File: config.mk
export PLATFORM = sky130hd
export DESIGN_NAME = pwm_output_sequencer
export DESIGN_NICKNAME = d
export VERILOG_FILES = /design/src/rtl/pwm_output_sequencer.sv
export SDC_FILE = /design/constraint.sdc
export NUM_CORES = 1
export LEC_CHECK = 0
export CAP_MARGIN = 0
export CORE_AREA = 2 2 199 201
export DETAILED_ROUTE_END_ITERATION = 6
export DIE_AREA = 0 0 201 203
export GPL_ROUTABILITY_DRIVEN = 0
export PLACE_DENSITY = 0.59
export SLEW_MARGIN = 20
export SYNTH_ARGS = -nofsm -noshare
export SYNTH_HDL_FRONTEND = slang
export SYNTH_SLANG_ARGS = --single-unit
File: constraint.sdc
create_clock -name CLK -period 14.2 [get_ports CLK]
set_input_delay 2.84 -clock CLK [delete_from_list [all_inputs] [get_ports CLK]]
set_output_delay 2.84 -clock CLK [all_outputs]
set_load 0.005 [all_outputs]
File: src/rtl/pwm_output_sequencer.sv
// Soft-start/stop gate for transducer PWM: groups enabled/disabled one step at a time, force-off kills all and latches a fault.
// Latency: PWM_OUT is PWM_IN registered one cycle, gated by the registered enabled-group count.
// Backpressure: none; free-running per-cycle path, ramp pacing set by STEP_CYCLES.
module pwm_output_sequencer #(
    parameter int DEPTH       = 249,
    parameter int GROUP_SIZE  = 16,
    parameter int STEP_CYCLES = 10240,
    localparam int NG = (DEPTH + GROUP_SIZE - 1) / GROUP_SIZE,
    localparam int NW = $clog2(NG + 1)
) (
    input  logic          CLK,
    input  logic          RESET,
    input  logic          EN_REQ,
    input  logic          FORCE_OFF,
    input  logic          PWM_IN  [DEPTH],
    output logic          PWM_OUT [DEPTH],
    output logic [NW-1:0] EN_GROUPS,
    output logic [1:0]    STATE,
    output logic          FAULT
);

    typedef enum logic [1:0] {
        S_OFF       = 2'd0,
        S_RAMP_UP   = 2'd1,
        S_ON        = 2'd2,
        S_RAMP_DOWN = 2'd3
    } state_t;

    localparam int            TW     = (STEP_CYCLES > 1) ? $clog2(STEP_CYCLES) : 1;
    localparam logic [TW-1:0] T_LAST = TW'(STEP_CYCLES - 1);
    localparam logic [NW-1:0] N_MAX  = NW'(NG);
    localparam logic [NW-1:0] N_ONE  = NW'(1);

    state_t        state_q, state_d;
    logic [NW-1:0] n_q, n_d;
    logic [TW-1:0] timer_q, timer_d;
    logic          fault_q, fault_d;
    logic          step;

    assign step = (timer_q == T_LAST);

    always_ff @(posedge CLK or posedge RESET) begin
        if (RESET) begin
            state_q <= S_OFF;
            n_q     <= '0;
            timer_q <= '0;
            fault_q <= 1'b0;
        end else begin
            state_q <= state_d;
            n_q     <= n_d;
            timer_q <= timer_d;
            fault_q <= fault_d;
        end
    end

    // Timer defaults to 0, so any state change or step boundary restarts the interval.
    always_comb begin
        state_d = state_q;
        n_d     = n_q;
        timer_d = '0;
        fault_d = fault_q;
        if (FORCE_OFF) begin
            state_d = S_OFF;
            n_d     = '0;
            fault_d = 1'b1;
        end else begin
            unique case (state_q)
                S_OFF: begin
                    if (fault_q) begin
                        if (!EN_REQ) fault_d = 1'b0;
                    end else if (EN_REQ) begin
                        n_d     = N_ONE;
                        state_d = (NG == 1) ? S_ON : S_RAMP_UP;
                    end
                end
                S_RAMP_UP: begin
                    if (!EN_REQ) begin
                        state_d = S_RAMP_DOWN;
                    end else if (step) begin
                        if (n_q < N_MAX) n_d = n_q + N_ONE;
                        if (n_q >= N_MAX - N_ONE) state_d = S_ON;
                    end else begin
                        timer_d = timer_q + TW'(1);
                    end
                end
                S_ON: begin
                    if (!EN_REQ) state_d = S_RAMP_DOWN;
                end
                S_RAMP_DOWN: begin
                    if (EN_REQ) begin
                        state_d = S_RAMP_UP;
                    end else if (step) begin
                        if (n_q != '0) n_d = n_q - N_ONE;
                        if (n_q <= N_ONE) state_d = S_OFF;
                    end else begin
                        timer_d = timer_q + TW'(1);
                    end
                end
                default: state_d = S_OFF;
            endcase
        end
    end

    always_comb begin
        STATE     = state_q;
        EN_GROUPS = n_q;
        FAULT     = fault_q;
    end

    always_ff @(posedge CLK or posedge RESET) begin
        if (RESET) begin
            for (int i = 0; i < DEPTH; i++) PWM_OUT[i] <= 1'b0;
        end else begin
            for (int i = 0; i < DEPTH; i++)
                PWM_OUT[i] <= PWM_IN[i] & (NW'(i / GROUP_SIZE) < n_q);
        end
    end

endmodule

==> results of run 1 <==
-- cell families (layout without fill, tap and decap cells) --
| kind of cell | Yosys count | in the layout | share of synthesized area |
|---|---|---|---|
| AO/OA/AOI/OAI | 33 | 33 | 0.0254 |
| XOR/XNOR | 16 | 16 | 0.0149 |
| adder cells (fa/ha/maj) | 9 | 9 | 0.0120 |
| buffers and inverters | 42 | 583 | 0.0189 |
| flip-flops | 271 | 271 | 0.720 |
| multiplexers | 5 | 5 | 0.00584 |
| AND/OR/NAND/NOR | 317 | 317 | 0.203 |
-- synth_stat cells, drive strengths merged, types with 7 or more instances --
| cell | count |
|---|---|
| nand3 | 8 |
| nor2b | 171 |
| dfrtp | 271 |
| nor2 | 27 |
| a21oi | 9 |
| inv | 13 |
| nand2 | 12 |
| xnor2 | 9 |
| ha | 9 |
| buf | 10 |
| and2 | 74 |
| clkbuf | 19 |
| nor3 | 7 |
| xor2 | 7 |
-- placed cells by master, fill, tap and decap left out, types with 2 or more instances in the layout --
cell	netlist	layout
a21o_1	3	3
a21oi_1	8	8
a22o_1	3	3
a22oi_1	2	2
a311oi_1	2	2
a31oi_2	0	2
and2_1	73	74
and2b_1	2	2
and2b_2	4	4
and3_1	2	2
buf_4	0	8
bufinv_16	0	2
clkbuf_1	18	5
clkbuf_16	0	29
clkbuf_8	0	8
clkdlybuf4s50_1	0	509
clkinv_2	0	6
dfrtp_1	271	271
ha_1	9	9
inv_1	13	12
mux2_2	4	4
nand2_1	12	12
nand3_1	8	8
nand4_1	2	2
nor2_1	27	26
nor2b_1	171	171
nor3_1	6	5
o21ai_0	6	5
or2_2	2	2
xnor2_1	9	9
xor2_1	7	7
-- path summary, 6_finish.rpt --
path | end | slack [ns] | cells past startpoint
setup / recovery | EN_GROUPS[2] | 9.31 | 1
hold reg to reg | timer_q[0]$_DFF_PP0_ | 0.50 | 1
max in group asynchronous | PWM_OUT[195]$_DFF_PP0_ | 9.89 | 3
hold / removal | timer_q[0]$_DFF_PP0_ | 0.50 | 1
min in group asynchronous | PWM_OUT[231]$_DFF_PP0_ | 2.86 | 2
setup reg to reg | PWM_OUT[140]$_DFF_PP0_ | 11.75 | 5
-- metal layers --
metal | routed length [um] | global-route usage
met1 | 12000 | 0.173
met2 | 16000 | 0.267
met3 | 2430 | 0.0475
met4 | 696 | 0.0347
met5 | 0 | 0
-- sequential cells by signal, summed over array words and instances, names as in the netlist --
signal and cells:
timer_q 14, FAULT 1, EN_GROUPS 5, STATE 2, PWM_OUT 249
-- stage by stage --
| stage | power [mW] | area [um2] | hold WS [ns] | std cells |
|---|---|---|---|---|
| detailed placement | 1.30 | 15100 | 0.497 | 1700 |
| floorplan | 1.04 | 9420 | 0.455 | 693 |
| global placement | 1.30 | 15100 | 0.481 | 1700 |
| CTS | 2.08 | 16100 | 0.505 | 1752 |
| global route | 2.15 | 16100 | 0.523 | 1752 |
| finish | 2.04 | 16100 | 0.497 | 1752 |
-- report_power, final --
part	switching, mW	internal (mW)
Combinational	0.170	0.241
Sequential	0.0332	0.836
Clock	0.309	0.453
-- layout make-up --
cell class | instances | area (um2) | share of cell area
Sequential cell | 271 | 6780 | 0.421
Timing Repair Buffer | 518 | 5170 | 0.321
Tap cell | 518 | 648 | 0.0402
Multi-Input combinational cell | 380 | 2480 | 0.154
Inverter | 13 | 56.3 | 0.00350
Clock buffer | 42 | 855 | 0.0531
Clock inverter | 10 | 118 | 0.00730
==> impl_metrics.yaml, run 1 <==
timing:
  tns_ns: 0
  tightest_slew_ns: 0.987
  finalHoldViolCount: 0
  timing.slew.headroom: 0.340
  fin_crit_sh: 0.344
  fin_worst_skew_ns: 0.00621
  setup_viol_count_final: 0
  fin_ws_ns: 9.31
  layout_min_cycle_time_ns: 4.89
  maxSlewViolCount: 0
  fmax_ghz: 0.205
  rsz0062_at_grt: "false"
hold_path:
  hold_start: "timer_q[0]$_DFF_PP0_"
  min_path_type: "register to register"
die:
  die_x_um: 201
  io_pins: 510
  rows: 72
  core_area_mm2: 0.0385
  dieArea_mm2: 0.0408
  die_h_um: 203
  initial_core_util: 0.245
final_layout:
  fin_util: 0.419
  layout-drive-gt1-share: 0.0632
  fillers: 3710
  area_growth_pct: 71.0
  n_antenna_cell: 0
  nets: 1475
logic_synthesis:
  netlist_instances: 693
  syn-cell-area_mm2: 0.00942
  synth-seq-cells: 271
  synth_edf_count: 0
  yosysTopAreaCell: "dfrtp_1"
  synth_cell_types: 44
  synth_top_cell_area_share: 0.720
  synthesis.nets: 955
  synthFlopType: "dfrtp_1"
  netlist_top_cells_area: "dfrtp_1, nor2b_1, and2_1"
  ys_seq_area_frac: 0.720
  async_flop_share: 1.00
  yosys_warnings: 0
  syn-mean-instance-area_um2: 13.6
critical_path:
  cpMaxStageDelayCell: "dfrtp_1"
  end_kind: "output port"
  r2r_start: "EN_GROUPS[3]$_DFFE_PP0P_"
  cp_top_family: "flip-flops"
  cp_slowest_stage_delay_ns: 0.77
  worstPathCellList: "clkdlybuf4s50_1"
  critPathKind: "register to output port"
  crit_buf_inv: 1
  startpoint: "EN_GROUPS[2]$_DFFE_PP0P_"
  start_kind: "register"
  worstPathArrival_ns: 2.05
  crit_required_ns: 11.36
  critPathMaxFanout: 18
clock_network:
  clk_latency_ns: 0.56
  cts_tree: "yes"
  cts_setup_buffers: 0
  cts_htree_levels: 1
  postCtsHoldBufs: 0
  root_buffer: "clkbuf_16"
  cts_sinks: 271
  cts.clk_slew.worst_paths_ns: 0.06
  numCtsBuffers: 29
  cts_buffer_depth: 3
  post_cts_resize_count: 0
placed_design:
  portBuffers: 509
  pre_cts_slack_ns: 9.02
  hpwl_mm: 23.7
drt:
  vias: 6891
  drc: 0
  first_iter_violations: 322
  first_pass_iters: 4
  routed_via_density: 3.93
  wl_mm: 31.1
  drt.antenna.violating_nets: 0
  post_drt_wl_per_cell_um: 17.7
pwr:
  p_per_area_mw_per_mm2: 127
  p_leak_nw: 7.02
  ir_drop_mv: 0.104
grt:
  grt_pass1_wl_mm: 46.4
  grt_pass1_vias: 7388
  grt-ovfl-total: 0
  antenna_found_initial: 0
  grt_max_degree: 128
  grt_use_total: 0.149
flow_run:
  maxCapViolCount: 0
status:
  status: "finished clean"
Power figures use the tool's default switching activity.
==> inputs of run 2 (changes only) <==
PLACE_DENSITY = 0.61   (was 0.59)
clock period = 4 ns   (was 14.2 ns; I/O delays follow)
==> impl_metrics.yaml, run 2 (same netlist as run 1, synthesis figures left out) <==
final_layout:
  largest_register_ffs: 249
  fin_util: 0.421
  final_cell_mix: "clkdlybuf4s50_1, dfrtp_1, nor2b_1"
  regArea_mm2: 0.00678
  n_antenna_cell: 0
  final_common_cell: "clkdlybuf4s50_1"
  top_register: "PWM_OUT"
  nets: 1478
  layout-drive-gt1-share: 0.0662
  multiInputGateArea_mm2: 0.00248
  fillers: 3631
  area_growth_pct: 71.9
  instances_no_fill: 1757
clock_network:
  postCtsHoldBufs: 0
  numCtsBuffers: 31
  cts_htree_levels: 1
  clk_latency_ns: 0.56
  root_buffer: "clkbuf_16"
  cts_sinks: 271
  cts.clk_slew.worst_paths_ns: 0.06
  cts_buffer_depth: 3
  post_cts_resize_count: 0
  cts_tree: "yes"
  cts_setup_buffers: 0
die:
  rows: 72
  io_pins: 510
  initial_core_util: 0.245
  core_area_mm2: 0.0385
  die_h_um: 203
  die_x_um: 201
  dieArea_mm2: 0.0408
drt:
  drt.antenna.violating_nets: 0
  routed_via_density: 3.92
  vias: 6888
  post_drt_wl_per_cell_um: 17.7
  first_pass_iters: 4
  drc: 0
  first_iter_violations: 292
  wl_mm: 31.1
timing:
  finalHoldViolCount: 0
  setup_viol_count_final: 0
  fmax_ghz: 0.350
  rsz0062_at_grt: "false"
  layout_min_cycle_time_ns: 2.86
  tns_ns: 0
  fin_crit_sh: 0.715
  fin_worst_skew_ns: 0.0106
  maxSlewViolCount: 0
  timing.slew.headroom: 0.378
  tightest_slew_ns: 0.931
  fin_ws_ns: 1.14
critical_path:
  start_kind: "register"
  crit_cells: 1
  critPathMaxFanout: 18
  startpoint: "EN_GROUPS[2]$_DFFE_PP0P_"
  cp_top_family: "flip-flops"
  worstPathCellList: "clkdlybuf4s50_1"
  cp_slowest_stage_delay_ns: 0.77
  critPathKind: "register to output port"
  worstPathArrival_ns: 2.06
  r2r_start: "EN_GROUPS[3]$_DFFE_PP0P_"
  end_kind: "output port"
  r2r_cells: 6
  crit_required_ns: 3.20
  crit_buf_inv: 1
  cpMaxStageDelayCell: "dfrtp_1"
status:
  status: "finished clean"
pwr:
  p_per_area_mw_per_mm2: 456
  fin_total_pwr_mw: 7.38
  p_leak_nw: 7.07
  ir_drop_mv: 0.309
grt:
  gr-usage-met2: 0.264
  antenna_found_initial: 1
  met1_usage: 0.175
  grt_max_degree: 101
  busiest_layer: "met2"
  use_met3: 0.0451
  grt-ovfl-total: 0
  grt_use_total: 0.148
  grt_pass1_wl_mm: 46.1
  grt_pass1_vias: 7129
flow_run:
  maxCapViolCount: 0
placed_design:
  pre_cts_slack_ns: 1.34
  hpwl_mm: 23.6
  portBuffers: 509
  dp_cells: 1701
hold_path:
  hold_depth: 1
  hold_start: "timer_q[0]$_DFF_PP0_"
  min_path_type: "register to register"
## run 2: area by class of cell
class                   instances  share of cell area
clock buffers                  45              0.0561
well taps                     518              0.0400
clock inverters                11             0.00742
repair buffers                519               0.321
multi-input cells             380               0.153
inverters                      13             0.00324
flip-flops and latches        271               0.419
## run 2: stage by stage
step           cell area [um2]  hold slack [ns]
3_5_place_dp             15200            0.485
4_1_cts                  16200            0.494
6_report                 16200            0.488
3_3_place_gp             15200            0.470
2_1_floorplan             9420            0.455
5_1_grt                  16200            0.517
## run 2: path summary, 6_finish.rpt
check	slack [ns]	end
setup / recovery	1.14	EN_GROUPS[2]
max in group asynchronous	2.37	PWM_OUT[0]$_DFF_PP0_
hold reg to reg	0.49	timer_q[0]$_DFF_PP0_
min in group asynchronous	0.65	PWM_OUT[121]$_DFF_PP0_
hold / removal	0.49	timer_q[0]$_DFF_PP0_
setup reg to reg	1.56	PWM_OUT[152]$_DFF_PP0_
## run 2: report_power, final
part / total [mW] / internal (mW) / switching [mW]
sequential: 3.08 / 2.97 / 0.112
clock: 2.85 / 1.70 / 1.15
combinational: 1.46 / 0.855 / 0.601
total: 7.38 / 5.52 / 1.86
## run 2: metal layers
layer	vias to the layer above	wire (um)
li1	3210	-
met1	3348	12200
met2	277	15800
met3	51	2290
met4	2	697
met5	-	13
